===== src/rtl/ppu_mem_arbiter.sv =====
// ppu_mem_arbiter
//   Shares the single-port VRAM (8000-9FFF) and OAM (FE00-FE9F) macros between
//   the CPU bus, the PPU fetch port and an OAM DMA engine. A CPU write to FF46
//   starts (or restarts) a DMA_LEN-byte copy from {FF46 value, 00} into OAM.
//   The copy alternates a system-bus read cycle with an OAM write cycle.
//   CPU access is gated by PPU mode: OAM is locked in modes 2/3, VRAM in mode 3.
//
// Ports
//   clk, rst_n                  clock, asynchronous active-low reset
//   cpu_addr/rd/wr/wdata/rdata  CPU bus; rdata valid the cycle after cpu_rd
//   lcd_on, ppu_mode            LCDC[7] and current PPU mode (2=SCAN, 3=DRAW)
//   ppu_rd/addr/rdata           PPU fetch port; rdata valid the cycle after ppu_rd
//   dma_active                  high from the FF46 write until the last OAM write
//   sys_rd/addr/rdata           DMA source read port; rdata valid one cycle later
//   vram_addr/rd/wr/rdata       VRAM macro, 1-cycle synchronous read latency
//   oam_addr/rd/wr/rdata        OAM macro, 1-cycle synchronous read latency
//   mem_wdata                   write data shared by both macros

module ppu_mem_arbiter #(
  parameter int unsigned DMA_LEN   = 160,
  parameter int unsigned DMA_DELAY = 1,
  parameter logic [7:0]  OPEN_BUS  = 8'hFF
) (
  input  logic        clk,
  input  logic        rst_n,
  // CPU / MMIO bus
  input  logic [15:0] cpu_addr,
  input  logic        cpu_rd,
  input  logic        cpu_wr,
  input  logic [7:0]  cpu_wdata,
  output logic [7:0]  cpu_rdata,
  // PPU status and fetch port
  input  logic        lcd_on,
  input  logic [1:0]  ppu_mode,
  input  logic        ppu_rd,
  input  logic [15:0] ppu_addr,
  output logic [7:0]  ppu_rdata,
  // DMA engine
  output logic        dma_active,
  output logic        sys_rd,
  output logic [15:0] sys_addr,
  input  logic [7:0]  sys_rdata,
  // VRAM macro
  output logic [12:0] vram_addr,
  output logic        vram_rd,
  output logic        vram_wr,
  input  logic [7:0]  vram_rdata,
  // OAM macro
  output logic [7:0]  oam_addr,
  output logic        oam_rd,
  output logic        oam_wr,
  input  logic [7:0]  oam_rdata,
  // shared write data
  output logic [7:0]  mem_wdata
);

  typedef enum logic [1:0] {
    DMA_IDLE,
    DMA_WAIT,
    DMA_RD,
    DMA_WR
  } dma_state_e;

  // Which macro a registered read came from; steers the returned data.
  typedef enum logic [1:0] {
    SRC_NONE,
    SRC_VRAM,
    SRC_OAM
  } rd_src_e;

  localparam logic [15:0] DMA_REG_ADDR = 16'hFF46;
  localparam logic [7:0]  OAM_SIZE     = 8'hA0;
  localparam logic [7:0]  IDX_LAST     = 8'(DMA_LEN - 1);
  localparam int unsigned DLY_W        = (DMA_DELAY > 1) ? $clog2(DMA_DELAY) : 1;
  // Unused when DMA_DELAY is 0: the WAIT state is skipped entirely.
  localparam logic [DLY_W-1:0] DLY_LAST = DLY_W'(DMA_DELAY - 1);

  // ---------------------------------------------------------------------------
  // Address decode and ownership
  // ---------------------------------------------------------------------------
  logic cpu_hit_vram, cpu_hit_oam;
  logic ppu_hit_vram, ppu_hit_oam;
  logic ppu_owns_vram, ppu_owns_oam;
  logic dma_owns_oam, dma_rd_slot, dma_wr_slot, dma_restart;
  logic cpu_vram_go, cpu_oam_go, ppu_vram_go, ppu_oam_go;

  dma_state_e       state_q, state_d;
  logic [7:0]       src_q, src_d;
  logic [7:0]       idx_q, idx_d;
  logic [DLY_W-1:0] dly_q, dly_d;
  rd_src_e          cpu_src_q, cpu_src_d;
  rd_src_e          ppu_src_q, ppu_src_d;

  assign cpu_hit_vram = (cpu_addr[15:13] == 3'b100);
  assign cpu_hit_oam  = (cpu_addr[15:8] == 8'hFE) && (cpu_addr[7:0] < OAM_SIZE);
  assign ppu_hit_vram = (ppu_addr[15:13] == 3'b100);
  assign ppu_hit_oam  = (ppu_addr[15:8] == 8'hFE) && (ppu_addr[7:0] < OAM_SIZE);

  // PPU locks are mode-based: the CPU is shut out for the whole mode,
  // whether or not the PPU happens to fetch in a given cycle.
  assign ppu_owns_vram = lcd_on && (ppu_mode == 2'd3);
  assign ppu_owns_oam  = lcd_on && ppu_mode[1];

  assign dma_rd_slot  = (state_q == DMA_RD);
  assign dma_wr_slot  = (state_q == DMA_WR);
  assign dma_owns_oam = dma_rd_slot || dma_wr_slot;
  assign dma_restart  = cpu_wr && (cpu_addr == DMA_REG_ADDR);
  assign dma_active   = (state_q != DMA_IDLE);

  // The PPU may still read OAM in the DMA source-read cycle, never in the
  // DMA write cycle.
  assign ppu_vram_go = ppu_rd && ppu_hit_vram && ppu_owns_vram;
  assign ppu_oam_go  = ppu_rd && ppu_hit_oam && ppu_owns_oam && !dma_wr_slot;

  // A CPU VRAM write in the DMA write cycle is dropped: mem_wdata is shared
  // and already carries the DMA byte. A simultaneous rd+wr is a write only.
  assign cpu_vram_go = cpu_hit_vram && !ppu_owns_vram &&
                       (cpu_wr ? !dma_wr_slot : cpu_rd);
  assign cpu_oam_go  = cpu_hit_oam && !ppu_owns_oam && !dma_owns_oam &&
                       (cpu_wr || cpu_rd);

  // ---------------------------------------------------------------------------
  // DMA sequencer: next state
  // ---------------------------------------------------------------------------
  // NOTE: every signal written here gets a default first, so no path can
  // leave one unassigned and infer a latch.
  always_comb begin
    state_d = state_q;
    src_d   = src_q;
    idx_d   = idx_q;
    dly_d   = dly_q;
    if (dma_restart) begin
      // A new FF46 write wins from any state and abandons the byte in flight.
      src_d   = cpu_wdata;
      idx_d   = '0;
      dly_d   = '0;
      state_d = (DMA_DELAY == 0) ? DMA_RD : DMA_WAIT;
    end else begin
      unique case (state_q)
        DMA_WAIT: begin
          if (dly_q == DLY_LAST) state_d = DMA_RD;
          else                   dly_d   = dly_q + 1'b1;
        end
        DMA_RD:   state_d = DMA_WR;
        DMA_WR: begin
          if (idx_q == IDX_LAST) begin
            state_d = DMA_IDLE;
            idx_d   = '0;
          end else begin
            state_d = DMA_RD;
            idx_d   = idx_q + 8'd1;
          end
        end
        default: ;
      endcase
    end
  end

  // ---------------------------------------------------------------------------
  // Memory port steering
  // ---------------------------------------------------------------------------
  always_comb begin
    vram_addr = '0;
    vram_rd   = 1'b0;
    vram_wr   = 1'b0;
    oam_addr  = '0;
    oam_rd    = 1'b0;
    oam_wr    = 1'b0;
    mem_wdata = '0;
    sys_rd    = 1'b0;
    sys_addr  = '0;
    cpu_src_d = SRC_NONE;
    ppu_src_d = SRC_NONE;

    // The restart cycle issues no DMA strobe for the abandoned byte.
    if (dma_rd_slot && !dma_restart) begin
      sys_rd   = 1'b1;
      sys_addr = {src_q, idx_q};
    end
    if (dma_wr_slot && !dma_restart) begin
      oam_wr    = 1'b1;
      oam_addr  = idx_q;
      mem_wdata = sys_rdata;
    end

    if (ppu_vram_go) begin
      vram_rd   = 1'b1;
      vram_addr = ppu_addr[12:0];
      ppu_src_d = SRC_VRAM;
    end
    if (ppu_oam_go) begin
      oam_rd    = 1'b1;
      oam_addr  = ppu_addr[7:0];
      ppu_src_d = SRC_OAM;
    end

    // The go terms above are mutually exclusive per macro, so the CPU never
    // overrides a port already claimed by the PPU or the DMA.
    if (cpu_vram_go) begin
      vram_addr = cpu_addr[12:0];
      vram_wr   = cpu_wr;
      vram_rd   = !cpu_wr;
      if (cpu_wr) mem_wdata = cpu_wdata;
      else        cpu_src_d = SRC_VRAM;
    end
    if (cpu_oam_go) begin
      oam_addr = cpu_addr[7:0];
      oam_wr   = cpu_wr;
      oam_rd   = !cpu_wr;
      if (cpu_wr) oam_wdata_sel: mem_wdata = cpu_wdata;
      else        cpu_src_d = SRC_OAM;
    end

    // Strobes and addresses partly follow the live bus inputs, so they are
    // also forced quiet while reset is asserted.
    if (!rst_n) begin
      vram_addr = '0;
      vram_rd   = 1'b0;
      vram_wr   = 1'b0;
      oam_addr  = '0;
      oam_rd    = 1'b0;
      oam_wr    = 1'b0;
      mem_wdata = '0;
      sys_rd    = 1'b0;
      sys_addr  = '0;
    end
  end

  // Read data follows the owner tag captured with the strobe, so a mode
  // change between request and data cannot misroute it.
  always_comb begin
    unique case (cpu_src_q)
      SRC_VRAM: cpu_rdata = vram_rdata;
      SRC_OAM:  cpu_rdata = oam_rdata;
      default:  cpu_rdata = OPEN_BUS;
    endcase
    unique case (ppu_src_q)
      SRC_VRAM: ppu_rdata = vram_rdata;
      SRC_OAM:  ppu_rdata = oam_rdata;
      default:  ppu_rdata = OPEN_BUS;
    endcase
  end

  // ---------------------------------------------------------------------------
  // State registers
  // ---------------------------------------------------------------------------
  // NOTE: sequential state uses non-blocking assignments so every flop
  // samples the pre-edge value of every other flop.
  always_ff @(posedge clk or negedge rst_n) begin
    if (!rst_n) begin
      state_q   <= DMA_IDLE;
      src_q     <= '0;
      idx_q     <= '0;
      dly_q     <= '0;
      cpu_src_q <= SRC_NONE;
      ppu_src_q <= SRC_NONE;
    end else begin
      state_q   <= state_d;
      src_q     <= src_d;
      idx_q     <= idx_d;
      dly_q     <= dly_d;
      cpu_src_q <= cpu_src_d;
      ppu_src_q <= ppu_src_d;
    end
  end

endmodule


===== config.mk =====
export PLATFORM = sky130hd
export DESIGN_NAME = ppu_mem_arbiter
export DESIGN_NICKNAME = d
export VERILOG_FILES = /design/src/rtl/ppu_mem_arbiter.sv
export SDC_FILE = /design/constraint.sdc
export NUM_CORES = 1
export LEC_CHECK = 0
export ABC_AREA = 1
export BUFFER_PORTS_ARGS = -buffer_cell sky130_fd_sc_hd__buf_2
export CAP_MARGIN = 20
export CORE_UTILIZATION = 41
export DETAILED_ROUTE_END_ITERATION = 8
export MAX_ROUTING_LAYER = met4
export PLACE_DENSITY = 0.77
export SLEW_MARGIN = 40
export SYNTH_ARGS = -nofsm -noshare
export SYNTH_HDL_FRONTEND = slang
export SYNTH_SLANG_ARGS = --single-unit

===== constraint.sdc =====
create_clock -name clk -period 2.5 [get_ports clk]
set_clock_uncertainty 0.1 [all_clocks]
set_input_delay 0.625 -clock clk [delete_from_list [all_inputs] [get_ports clk]]
set_output_delay 0.625 -clock clk [all_outputs]
set_load 0.05 [all_outputs]

After elaboration in Yosys (flattened, before gate mapping) --
Cells that the tools add are included.
Storage, ports and cells: flip-flop bits (word level) 23, input bits 72, output and inout bits 67, logic and storage cells 102
Cells by class: add/sub/neg operators 2, magnitude comparators 2, equal/unequal tests 15, multiplexer cells 47, reduce and logical (&&, ||, !) cells 30
Operator list (number):
- $mux W8 | 13
- $mux W13 | 3
- $mux W16 | 2
- $pmux W8 S2 | 2
- $eq A8 B8 Y1 const B | 3
- $mux W1 | 20
- $logic_and A1 B1 Y1 | 17
- $eq A16 B16 Y1 const B | 1
- $lt A8 B8 Y1 const B | 2
- $mux W2 | 6
- $eq A2 B2 Y1 const B | 5
- $add A8 B1 Y8 const B | 1
- $eq A2 B1 Y1 const B | 3
- $eq A3 B3 Y1 const B | 2
- $logic_not A1 Y1 | 6
- $pmux W2 S3 | 1
- $reduce_bool A2 Y1 | 3
- $reduce_bool A4 Y1 | 1
- $ne A3 B3 Y1 const B | 1
- $logic_or A1 B1 Y1 | 2
- $reduce_and A2 Y1 | 1
- $add A1 B1 Y1 const B | 1

Depth between registers and ports, before layout --
word-level depth 10, gate-level depth with buffers 11, gate-level depth less buffers 10

Worst setup path before layout --
Ideal clock, no wire load.
path kind input to output, start input cpu_wr, end output vram_addr[7], arrival 2.149 ns, required time 1.775 ns, path slack -0.374 ns, cell stages on the path 8, buffers on the path 2, path through buf_6 -> or2_0 -> nand2_1 -> inv_2 -> nand2_2 -> buf_6 -> o21ai_0 -> a21oi_1
On the way: word-level cells in the longest chain between the ends 4
Ends and longest elaborated chain:
- start: declaration | line 29 | input logic cpu_wr,
- $mux W1 | line 118 | (cpu_wr ? !dma_wr_slot : cpu_rd);
- $logic_and A1 B1 Y1 | line 117 | assign cpu_vram_go = cpu_hit_vram && !ppu_owns_vram &&
- $mux W13 | line 199 | if (cpu_vram_go) begin
- $mux W13 | line 216 | if (!rst_n) begin
- end: declaration | line 44 | output logic [12:0] vram_addr,
No other way between the ends.

Worst setup path after layout --
start input cpu_addr[15], end output oam_addr[5]
On the way: word-level cells in the longest chain between the ends 8, elaborated cells between the ends (all ways) 13, those cells by class eq/ne: 2; mux: 4; reduce/logical: 7
Ends and longest elaborated chain:
- start: declaration | line 27 | input logic [15:0] cpu_addr,
- $eq A16 B16 Y1 | line 107 | assign dma_restart = cpu_wr && (cpu_addr == DMA_REG_ADDR);
- $logic_and A1 B1 Y1 | line 107
- $logic_not A1 Y1 | line 180 | if (dma_wr_slot && !dma_restart) begin
- $logic_and A1 B1 Y1 | line 180
- $mux W8 | line 180
- $mux W8 | line 191 | if (ppu_oam_go) begin
- $mux W8 * | line 206 | if (cpu_oam_go) begin
- $mux W8 * | line 216
- end: declaration | line 49 | output logic [7:0] oam_addr,
Every way passes the cells marked *; elsewhere a longest branch is shown, timed or not.

==> out/results.txt <==
Yosys Warn Count: 0
I/O pins: 139
F_max: 353 MHz
Post-synth top cells: 82 x nand2_1, 60 x nor2_1, 59 x inv_1
Routed WL per cell: 23.6 um
Async set-reset flop share out of synthesis: 100%
Clock Power Share: 19.6%
Gr usage total: 32.9%
Synth Instances: 368
Setup CP Type: primary input to primary output
Maximum root-to-sink buffer count: 2
PortBufs: 138
Netlist cell types: 34
Initial Utilization: 43.5%
Drt drc: 0
Yosys reg bits: 22
RSZ-0062 raised after global routing: true
TritonCTS Sinks: 22
Largest net degree at the start of global routing: 23
First-pass GRT wire length: 15200 um
Fin crit share: 113%
Dpl hpwl: 6350 um
# fillers: 160
DR vias/cell: 6.42
Setup-failing EPs final: 50
Final core occ: 93.5%
Hold crit path type: flip-flop to flip-flop
Crit-path max FO: 9
Most used DFF post-synth: dfrtp_1
Die W: 76.6 um
CTS tree: done
Routed wire length: 15000 um
Remaining global-route overflow: 0
Ranking of synthesized cells by area: dfrtp_1 24%, nand2_1 14%, nor2_1 9.9%
Internal: 770 uW
Sequential Power Share: 32.4%
WHS: 0.417 ns
Hold EP: src_q[2]$_DFFE_PN0N_
Cells after DPL: 612
Cts bufs inserted: 3
Worst Path Required: 1.77 ns
Worst-path clk slew: 0.09 ns
Pins Over Slew Limit: 0
Syn Area/Cell: 6.19 sq um
Gpl congestion: 0.901
CTS root buffer: clkbuf_8
Core area: 5240 sq um
Placed Area: 3620 sq um
Minimum clock period: 2.84 ns
Top cell type by total area after synthesis: dfrtp_1
Max-cap violations: 0
Switch Pwr: 593 uW
Detail Route Antenna Nets: 0
DR vias: 4076
Mapped Area: 2280 sq um
Yosys top cell area share: 24.1%
Worst hold stages: 2
H-tree Lvls: 1
Chip height: 76.6 um
R2R Setup Slk: 0.56 ns
Post-Layout Cell Count: 635
Finished Cell Area: 4900 sq um
Initial DRC Count: 532
Share of cells above drive strength 1: 61.7%
Reg2reg start: state_q[1]$_DFFE_PN0P_
Switching part of the total: 43.5%
Slew @ Worst Pin: 0.562 ns
Comb power frac: 48.0%
Crit path capture type: primary output
Reg2reg path depth: 8
Lkg Pwr: 2.29 nW
Most common cell in the synthesized netlist: nand2_1
CP Data Arrival Time: 2.11 ns
PD cells: 278 nW/um^2
Initial antenna violation count: 1
Die area: 5860 sq um
Clk_lat worst skew: 0.26 ns
Failing checks: negative setup slack
Worst VDD drop: 0.000286 V
Final worst setup slack: -0.336 ns
Kind of start point of the critical path: primary input
Hold Path Origin: src_q[2]$_DFFE_PN0N_
Site Rows: 26
Number of global-route vias before repair: 3356
1st-pass router iterations: 6
Slew headroom: 62.5%
Run status: finished, violations left
Final nets: 642
Final Hold Fails: 0
Layout area overhead: 115%
Seq/Total Area, Yosys: 24.1%
Reg2Reg Capture Point: idx_q[0]$_DFFE_PN0P_
Synth Net Count: 445
Post-synth EDFFs: 0
sequential cells by signal (all words and copies together), names as in the netlist:
name and count:
ppu_src_q 2, idx_q 8, state_q 2, src_q 8, cpu_src_q 2
power by group through the flow:
stage | combinational, mW | sequential (mW) | clock (mW)
floorplan | 0.253 | 0.419 | 0
global placement | 0.422 | 0.431 | 0
detailed placement | 0.431 | 0.431 | 0
CTS | 0.492 | 0.425 | 0.254
global route | 0.673 | 0.442 | 0.279
finish | 0.654 | 0.441 | 0.267
cell families after synthesis:
family | count (synthesis) | share of synthesized area, %
adders and majority gates | 5 | 2.74
AOI/OAI and AO/OA | 76 | 20.5
buffers and inverters | 80 | 15.8
DFF | 22 | 24.1
and+or+nand+nor | 180 | 34.9
xor gates and xnor gates | 5 | 1.92
routing by layer:
layer | GRT usage (%) | part of all wire [%]
met1 | 36.2 | 33
met2 | 58.3 | 46
met3 | 3.11 | 9.9
met4 | 18.3 | 10
met5 | - | 0
worst max-delay path: stages:
cell,delay [ns]
buf_2,0.11
nand4_1,0.16
nor2_4,0.21
nand3_4,0.13
buf_12,0.18
o21ai_0,0.32
buf_4,0.20
a21oi_4,0.03
buf_6,0.15
worst max path at each step:
stage / end / cells past startpoint / start
after CTS: mem_wdata[3] / 9 / state_q[1]$_DFFE_PN0P_
after global routing: oam_addr[5] / 9 / cpu_addr[15]
after global placement: vram_addr[11] / 9 / ppu_mode[1]
after floorplan: sys_addr[10] / 9 / cpu_wr
final: oam_addr[5] / 9 / cpu_addr[15]
after detailed placement: mem_wdata[3] / 10 / cpu_addr[7]
through the flow:
step	TNS, ns	setup slack (ns)	power, mW
2_1_floorplan	-2.69	-0.213	0.672
3_3_place_gp	-7.48	-0.225	0.853
3_5_place_dp	-9.06	-0.251	0.862
4_1_cts	-2.01	-0.0899	1.17
5_1_grt	-9.58	-0.369	1.39
6_report	-7.86	-0.336	1.36
timing repair:
item | in CTS | in global routing
setup buffers | 3 | 9
setup endpoints to repair | 49 | 50
hold buffers | 0 | 0
pin swaps | 16 | 36
gates cloned | 3 | 3
resized for setup | 152 | 154
cell usage in the layout (no fill, tap or decap), drive strengths merged:
| master | synthesis | layout |
|---|---|---|
| a21oi | 24 | 24 |
| a221o | 16 | 16 |
| and3 | 1 | 1 |
| buf | 11 | 207 |
| clkbuf | 8 | 6 |
| dfrtp | 22 | 22 |
| diode | 0 | 1 |
| ha | 5 | 5 |
| inv | 61 | 61 |
| nand2 | 86 | 88 |
| nand3 | 21 | 21 |
| nand3b | 1 | 1 |
| nand4 | 2 | 2 |
| nor2 | 62 | 62 |
| nor3 | 4 | 4 |
| o21ai | 36 | 36 |
| or2 | 3 | 3 |
| xor2 | 5 | 5 |
cell type report:
type                    instances  area, sq um  area share [%]
multi-input cells             268         2170            44.4
repair buffers                209         1790            36.5
flip-flops and latches         22          551            11.2
inverters                      61          241            4.93
well taps                      70         87.6            1.79
clock buffers                   4         55.1            1.12
diodes                          1         2.50          0.0511
No activity file was read; power rests on OpenSTA's default activity.
